<file path="config.mk">
export PLATFORM = sky130hd
export DESIGN_NAME = single_midi_in_rx
export DESIGN_NICKNAME = d
export VERILOG_FILES = /design/src/rtl/single_midi_in_rx_pkg.sv /design/src/rtl/single_midi_in_rx_sync.sv /design/src/rtl/single_midi_in_rx.sv
export SDC_FILE = /design/constraint.sdc
export NUM_CORES = 1
export LEC_CHECK = 0
export CORE_UTILIZATION = 47
export DETAILED_ROUTE_END_ITERATION = 10
export PLACE_DENSITY = 0.69
export SKIP_LAST_GASP = 1
export SYNTH_ARGS = -nofsm -noshare
export SYNTH_HDL_FRONTEND = slang
export SYNTH_SLANG_ARGS = --single-unit
export TNS_END_PERCENT = 30
</file>
<file path="constraint.sdc">
create_clock -name sys_clk -period 1.73 [get_ports sys_clk]
set_input_delay 0.2595 -clock sys_clk [delete_from_list [all_inputs] [get_ports sys_clk]]
set_output_delay 0.2595 -clock sys_clk [all_outputs]
set_load 0.02 [all_outputs]
</file>
<file path="src/rtl/single_midi_in_rx_pkg.sv">
// Shared definitions for the MIDI input receiver: FSM encoding and bit-timing helpers.
package single_midi_in_rx_pkg;

  typedef enum logic [1:0] {
    ST_IDLE,
    ST_START,
    ST_DATA,
    ST_STOP
  } rx_state_t;

  // Bit 7 marks a MIDI status (command) byte.
  localparam int STATUS_BIT = 7;

  function automatic int clks_per_bit(input int sysclk_f, input int baud);
    return sysclk_f / baud;
  endfunction

  function automatic int half_bit(input int cpb);
    return cpb / 2;
  endfunction

endpackage

</file>
<file path="src/rtl/single_midi_in_rx_sync.sv">
// Two-flop synchronizer for an asynchronous input, with a selectable reset level.
module sync_2ff #(
  parameter logic RESET_VAL = 1'b1
) (
  input  logic i_clk,
  input  logic i_rst,
  input  logic i_d,
  output logic o_q
);

  logic r_meta;
  logic r_sync;

  always_ff @(posedge i_clk) begin
    if (i_rst) begin
      r_meta <= RESET_VAL;
      r_sync <= RESET_VAL;
    end else begin
      r_meta <= i_d;
      r_sync <= r_meta;
    end
  end

  assign o_q = r_sync;

endmodule

</file>
<file path="src/rtl/single_midi_in_rx.sv">
// MIDI input receiver: 8N1 serial at MIDI_BAUD, LSB first, one-cycle strobe per valid byte.
module single_midi_in_rx
  import single_midi_in_rx_pkg::*;
#(
  parameter int BYTE_W          = 8,
  parameter int MIDI_BAUD       = 31250,
  parameter int MIDI_FRAME_SIZE = 10,
  parameter int SYSCLK_F        = 48000000
) (
  input  logic              sys_clk,
  input  logic              rst,
  input  logic              MIDI_IN,
  output logic [BYTE_W-1:0] data_rx,
  output logic              is_command,
  output logic              new_byte_strobe
);

  localparam int CLKS_PER_BIT = clks_per_bit(SYSCLK_F, MIDI_BAUD);
  localparam int HALF_BIT     = half_bit(CLKS_PER_BIT);
  localparam int CNT_W        = (CLKS_PER_BIT > 2) ? $clog2(CLKS_PER_BIT) : 1;
  localparam int IDX_W        = (BYTE_W > 2) ? $clog2(BYTE_W) : 1;
  // A frame never carries more data bits than the data register can hold.
  localparam int DATA_BITS    = (MIDI_FRAME_SIZE - 2 < BYTE_W) ? MIDI_FRAME_SIZE - 2 : BYTE_W;

  localparam logic [CNT_W-1:0] BIT_LAST  = CNT_W'(CLKS_PER_BIT - 1);
  localparam logic [CNT_W-1:0] HALF_LAST = CNT_W'(HALF_BIT - 1);
  localparam logic [IDX_W-1:0] IDX_LAST  = IDX_W'(DATA_BITS - 1);

  logic              w_rx;
  logic              r_rx_prev;
  rx_state_t         r_state;
  logic [CNT_W-1:0]  r_cnt;
  logic [IDX_W-1:0]  r_idx;
  logic [BYTE_W-1:0] r_shift;
  logic              r_frame_ok;

  sync_2ff #(
    .RESET_VAL(1'b1)
  ) u_sync (
    .i_clk(sys_clk),
    .i_rst(rst),
    .i_d  (MIDI_IN),
    .o_q  (w_rx)
  );

  // The byte is published one cycle after a good stop sample, while the FSM is already idle.
  always_ff @(posedge sys_clk) begin
    if (rst) begin
      r_rx_prev       <= 1'b1;
      r_state         <= ST_IDLE;
      r_cnt           <= '0;
      r_idx           <= '0;
      r_shift         <= '0;
      r_frame_ok      <= 1'b0;
      data_rx         <= '0;
      is_command      <= 1'b0;
      new_byte_strobe <= 1'b0;
    end else begin
      r_rx_prev       <= w_rx;
      r_frame_ok      <= 1'b0;
      new_byte_strobe <= 1'b0;

      if (r_frame_ok) begin
        data_rx         <= r_shift;
        is_command      <= r_shift[STATUS_BIT];
        new_byte_strobe <= 1'b1;
      end

      case (r_state)
        ST_IDLE: begin
          if (r_rx_prev && !w_rx) begin
            r_cnt   <= '0;
            r_state <= ST_START;
          end
        end
        ST_START: begin
          if (r_cnt == HALF_LAST) begin
            r_cnt <= '0;
            if (!w_rx) begin
              r_idx   <= '0;
              r_state <= ST_DATA;
            end else begin
              r_state <= ST_IDLE;
            end
          end else begin
            r_cnt <= r_cnt + 1'b1;
          end
        end
        ST_DATA: begin
          if (r_cnt == BIT_LAST) begin
            r_cnt          <= '0;
            r_shift[r_idx] <= w_rx;
            if (r_idx == IDX_LAST) begin
              r_state <= ST_STOP;
            end else begin
              r_idx <= r_idx + 1'b1;
            end
          end else begin
            r_cnt <= r_cnt + 1'b1;
          end
        end
        ST_STOP: begin
          if (r_cnt == BIT_LAST) begin
            r_cnt      <= '0;
            r_frame_ok <= w_rx;
            r_state    <= ST_IDLE;
          end else begin
            r_cnt <= r_cnt + 1'b1;
          end
        end
        default: r_state <= ST_IDLE;
      endcase
    end
  end

endmodule

</file>
# Yosys cells after proc, flatten, opt, wreduce, memory -nomap -nowiden
# Cells that the tools add are included.
[classes] add_sub_neg=2 order_cmp=2 n_eq_ne=13 mux=20 n_bitwise=2 n_reduce_logical=10
[op_table] op="$mux 11" n=3
[op_table] op="$pmux 11 s3" n=1
[op_table] op="$ne 2x2->1 const B" n=7
[op_table] op="$mux 2" n=6
[op_table] op="$mux 3" n=4
[op_table] op="$add 11x1->11 const B" n=1
[op_table] op="$eq 11x10->1 const B" n=1
[op_table] op="$eq 11x11->1 const B" n=1
[op_table] op="$reduce_and 5->1" n=2
[op_table] op="$bwmux 8" n=1
[op_table] op="$pmux 2 s4" n=1
[op_table] op="$pmux 3 s2" n=1
[op_table] op="$eq 2x2->1 const B" n=2
[op_table] op="$lt 3x4->1 const B" n=1
[op_table] op="$add 3x1->3 const B" n=1
[op_table] op="$demux 1 s3" n=1
[op_table] op="$eq 3x3->1 const B" n=1
[op_table] op="$ge 3x1->1 const B" n=1
[op_table] op="$reduce_or 3->1" n=1
[op_table] op="$eq 2x1->1 const B" n=1
[op_table] op="$logic_and 1x1->1" n=2
[op_table] op="$logic_not 2->1" n=1
[op_table] op="$mux 1" n=2
[op_table] op="$not 1->1" n=2
[op_table] op="4 further kinds" n=4
[totals] reg_bits=38 inputBits=3 out_inout_bits=10 elab_cells=60

# Logic depth before layout (Yosys ltp)
[depth] word_depth=5 ltp_mapped=7 mapped_depth_nobuf=6

# Hierarchy
# Synthesis repeated with hierarchy kept, for this count alone.
[unflattened] cells_unflattened=186 area_unflattened_um2=1705.4
[by_module_without_submodules] mod="single_midi_in_rx" n_inst=1 cells_each=182 area_per_inst_um2=1652.8 seq_area_each_um2=700.7
[by_module_without_submodules] mod="sync_2ff" n_inst=1 cells_each=4 area_per_inst_um2=52.6 seq_area_each_um2=40.0

# Worst setup path after synthesis
# No wires, ideal clock.
[synth_timing] kind="flip-flop to flip-flop" start="register r_cnt[0]" end="register r_shift[1]" setup_ps=132 arrival_ps=1668 required_ps=1598 setup_slack_ps=-71 stages_incl_launch_ff=7 n_path_buf=1 period_less_slack_ps=1801 cell_sequence="dfxtp_1 -> ha_1 -> nand4_4 -> or4_1 -> buf_2 -> o31ai_1 -> a21oi_1"
[synth_between] elab_chain_cells=2
[synth_rtl] element="from (decl)" line="single_midi_in_rx.sv:32" source="logic [CNT_W-1:0] r_cnt;"
[synth_rtl] element="from (signal assigned)" line="single_midi_in_rx.sv:86" source="r_cnt <= r_cnt + 1'b1;"
[synth_rtl] element="from (signal assigned)" line="single_midi_in_rx.sv:99" source="r_cnt <= r_cnt + 1'b1;"
[synth_rtl] element="from (signal assigned)" line="single_midi_in_rx.sv:108" source="r_cnt <= r_cnt + 1'b1;"
[synth_rtl] element="$eq 11x11->1" line="single_midi_in_rx.sv:90" source="if (r_cnt == BIT_LAST) begin"
[synth_rtl] element="$reduce_and 2->1 (no source line)"
[synth_rtl] element="to (signal, indexed assignment)" line="single_midi_in_rx.sv:92" source="r_shift[r_idx] <= w_rx;"
[synth_rtl] element="to (decl)" line="single_midi_in_rx.sv:34" source="logic [BYTE_W-1:0] r_shift;"
# Every way passes these cells.
# A chain may end at the register's enable or synchronous reset.

# Final worst setup path
[layout_timing] start="register r_idx[0]" end="register r_idx[2]"
[layout_between] elab_chain_cells=4 elab_cells_between_ends=7 cone_classes="1 x add/sub; 2 x eq/ne; 3 x mux; 1 x reduce/logical"
[layout_rtl] element="from (decl)" line="single_midi_in_rx.sv:33" source="logic [IDX_W-1:0] r_idx;"
[layout_rtl] element="from (signal assigned)" line="single_midi_in_rx.sv:96" source="r_idx <= r_idx + 1'b1;"
[layout_rtl] element="$add 3x1->3" line="single_midi_in_rx.sv:96"
[layout_rtl] element="$mux 3" line="single_midi_in_rx.sv:93" source="if (r_idx == IDX_LAST) begin"
[layout_rtl] element="$mux 3" line="single_midi_in_rx.sv:90"
[layout_rtl] element="$pmux 3 s2" line="single_midi_in_rx.sv:69" source="case (r_state)"
# Parallel ways exist; a longest one is shown, timed or not. The select of a mux whose other input is x is not followed.

==> metrics.csv <==
metric,value,unit
status,"finished, final reports clean",
Final Core Density,64.56,%
Cell Int Power,1472,uW
Root Buffer,clkbuf_8,
Die ar.,3972,um^2
drt pass-1 iters,4,
Die Y,63.03,um
CORE AREA,3442,um^2
Static Leakage,0.0007944,uW
r2r startpoint,r_idx[0]$_SDFFE_PP0P_,
drt wl/cell,14.31,um
Final setup viols,0,
grt ovf,0,
Final Power,1844,uW
RSZ-0062 raised after global routing,true,
DRC viols,0,
Ports,13,
Setup crit start kind,register,
r2r setup slk,10,ps
pin count of the biggest net entering global routing,18,
"worst slack, placed",-40.51,ps
Synth Flop Type,dfxtp_1,
initial antenna violation count,0,
Synth Instances,208,
"Hold Vio Cnt, Final",0,
initial core utilization,50.85,%
number of synthesized flops with an enable pin,0,
Net Switching,371.8,uW
FF-to-FF End,r_idx[2]$_SDFFE_PP0P_,
relative slew slack,66.82,%
Cell variety after synth,40,
crit path time final,1718,ps
Die W,63.03,um
clk_lat worst skew,290,ps
Top Usage Layer GRT,met2,
CTS tree,yes,
Synth Area per Inst,8.416,um^2
Synth Net Count,214,
Sw Share,20.16,%
met1 Resource Use GR,28.64,%
htree depth,2,
Worst-Margin Slew,497.0,ps
IO buf count,12,
PD cells,829.9,nW/um^2
Max clock buf depth,2,
clock power share,47.8,%
hpwl dp,2892,um
worst-path maximum fanout,3,
Synth-to-Final Area Change,26.95,%
# placed instances,276,
M3 GR Usage,4.927,%
FF-to-FF path depth,6,
crit path DAT,1890,ps
min-delay src,u_sync.r_meta$_SDFF_PP1_,
layout net count,243,
GR Util met2,36.83,%
ANT nets after route,0,
hold path cells,1,
total routed wirelength,4063,um
Post-Route Setup TNS,0,ps
via count,1633,
peak supply drop,0.5629,mV
vias in the first global route,1640,
Max-cap violations,0,
Via density,5.750,
Post-Layout Cell Count,284,
Total Routing Usage GR,22.60,%
CTS Sinks,37,
DRT iter0 DRCs,80,
postcts setup bufs,0,
# hold bufs at CTS,0,
Gate power share,5.2,%
total number of yosys warnings,0,
GPL Wtd Cong,0.8337,
Seq pwr share,47.0,%
WHS Endpoint,u_sync.o_q$_SDFF_PP1_,
Synth async-reset ratio,0,%
"Seq/Total Area, Yosys",42.32,%
Crit. End Element,register,
Tcrit/Tclk final,99.31,%
num rows,21,
WS Path Type,register to register,
share of layout cells above drive strength 1,20.17,%
first-pass GRT wire length,7134,um
clock transition at the registers of the reported paths,70,ps
WP data required,1900,ps
FMAX,0.5821,GHz
final slew viol count,0,
n_diodes,0,
fin worst setup slack,11.98,ps
total CTS buffers,5,
kind of path behind the tightest hold check,register to register,
synthesized area,1750,um^2
Synth Register Bits,37,
Final Skew,7.840,ps
==> per-stage QoR <==
stage	instance area, um^2	hold WS [ps]
2_1_floorplan	1765	363.3
3_3_place_gp	2068	400.4
3_5_place_dp	2068	409.9
4_1_cts	2206	427.5
5_1_grt	2222	460.5
6_report	2222	427.8
==> worst max-delay path, stage by stage (launching register included) <==
cell	delay, ps
dfxtp_1	320
ha_1	210
ha_1	180
nor3b_1	320
nor2_1	90
nor3_1	340
o32ai_1	130
==> how the worst max path moves through the flow <==
stage | slack (ps) | from | endpoint
2_1_floorplan | 40 | r_cnt[1]$_SDFFE_PP0P_ | r_shift[1]$_SDFFE_PP0P_
3_3_place_gp | 20 | r_cnt[1]$_SDFFE_PP0P_ | r_shift[4]$_SDFFE_PP0P_
3_5_place_dp | -40 | r_cnt[1]$_SDFFE_PP0P_ | r_shift[4]$_SDFFE_PP0P_
4_1_cts | 8 | r_cnt[1]$_SDFFE_PP0P_ | r_shift[2]$_SDFFE_PP0P_
5_1_grt | -100 | r_idx[0]$_SDFFE_PP0P_ | r_idx[2]$_SDFFE_PP0P_
6_report | 10 | r_idx[0]$_SDFFE_PP0P_ | r_idx[2]$_SDFFE_PP0P_
==> flip-flops by register name, summed over array words and instances, names as in the netlist, named ones only <==
name / cells
r_idx: 3
r_state: 1
r_cnt: 11
data_rx: 8
new_byte_strobe: 1
r_frame_ok: 1
u_sync.r_meta: 1
r_shift: 8
u_sync.o_q: 1
r_rx_prev: 1
==> layout by cell type, fill, tap and decap left out, types with 3 or more instances in the layout <==
cell type	count
a21oi_1	21
buf_4	25
clkbuf_8	5
clkdlybuf4s50_1	12
dfxtp_1	35
inv_1	4
mux2i_1	8
nand2_1	17
nand2b_1	4
nand3_1	6
nand4_1	11
nor2_1	19
nor2b_1	3
nor3_1	5
nor3b_1	3
o21ai_0	3
o22ai_1	8
o31a_1	3
o31ai_1	8
or2_2	4
==> final cells by class <==
class                      instances  area, um^2
inverter                           5       18.77
multi-input combinational        150       949.7
clock buffer                       5       68.82
tap                               46       57.56
fill                             280        1220
timing repair buffer              38       319.1
sequential                        37       743.2
clock inverter                     3       65.06
==> power by group through the flow <==
stage	Clock, uW	Sequential [uW]	Combinational (uW)
after floorplan	0	886	53.8
after global placement	0	885	87.6
after detailed placement	0	886	91.8
after CTS	889	866	92.4
after global routing	919	867	105
final	882	866	96.3
==> cell usage after synthesis (2+ instances only) <==
cell type / number / area share, %
a21boi_0: 2 / 0.86
a21oi_1: 21 / 6.0
a31oi_1: 2 / 0.71
and2_1: 2 / 0.71
buf_2: 4 / 1.1
clkbuf_1: 9 / 1.9
dfxtp_1: 37 / 42
ha_1: 3 / 2.1
inv_1: 4 / 0.86
mux2i_1: 8 / 4.6
nand2_1: 17 / 3.6
nand2b_1: 4 / 1.4
nand3_1: 6 / 1.7
nand4_1: 11 / 3.9
nor2_1: 19 / 4.1
nor2b_1: 3 / 1.1
nor3_1: 5 / 1.4
nor3b_1: 3 / 1.3
nor4_1: 2 / 0.71
o21a_1: 2 / 0.86
o21ai_0: 3 / 0.86
o22ai_1: 8 / 2.9
o31a_1: 3 / 1.5
o31ai_1: 9 / 3.9
o32ai_1: 2 / 1.0
or2_2: 4 / 1.4
or4_1: 2 / 0.86
==> layer usage <==
metal | vias to the layer above | wire length [um]
met3 | 11 | 207
met4 | 0 | 91
li1 | 822 | -
met5 | - | 0
met2 | 57 | 1873
met1 | 743 | 1890
==> what timing repair did <==
action	4_1_cts	5_1_grt
resized for setup	1	4
endpoints found under the setup margin	7	19
hold endpoints to repair	0	0
==> cells by family after synthesis <==
group	Yosys count	share of synthesized area (%)
compound gates	55	19.87
flops	37	42.32
simple gates	84	26.02
mux	8	4.575
fa+ha+maj	3	2.145
buf+inv	21	5.074
Note: power is estimated with default switching activity, not from simulation.
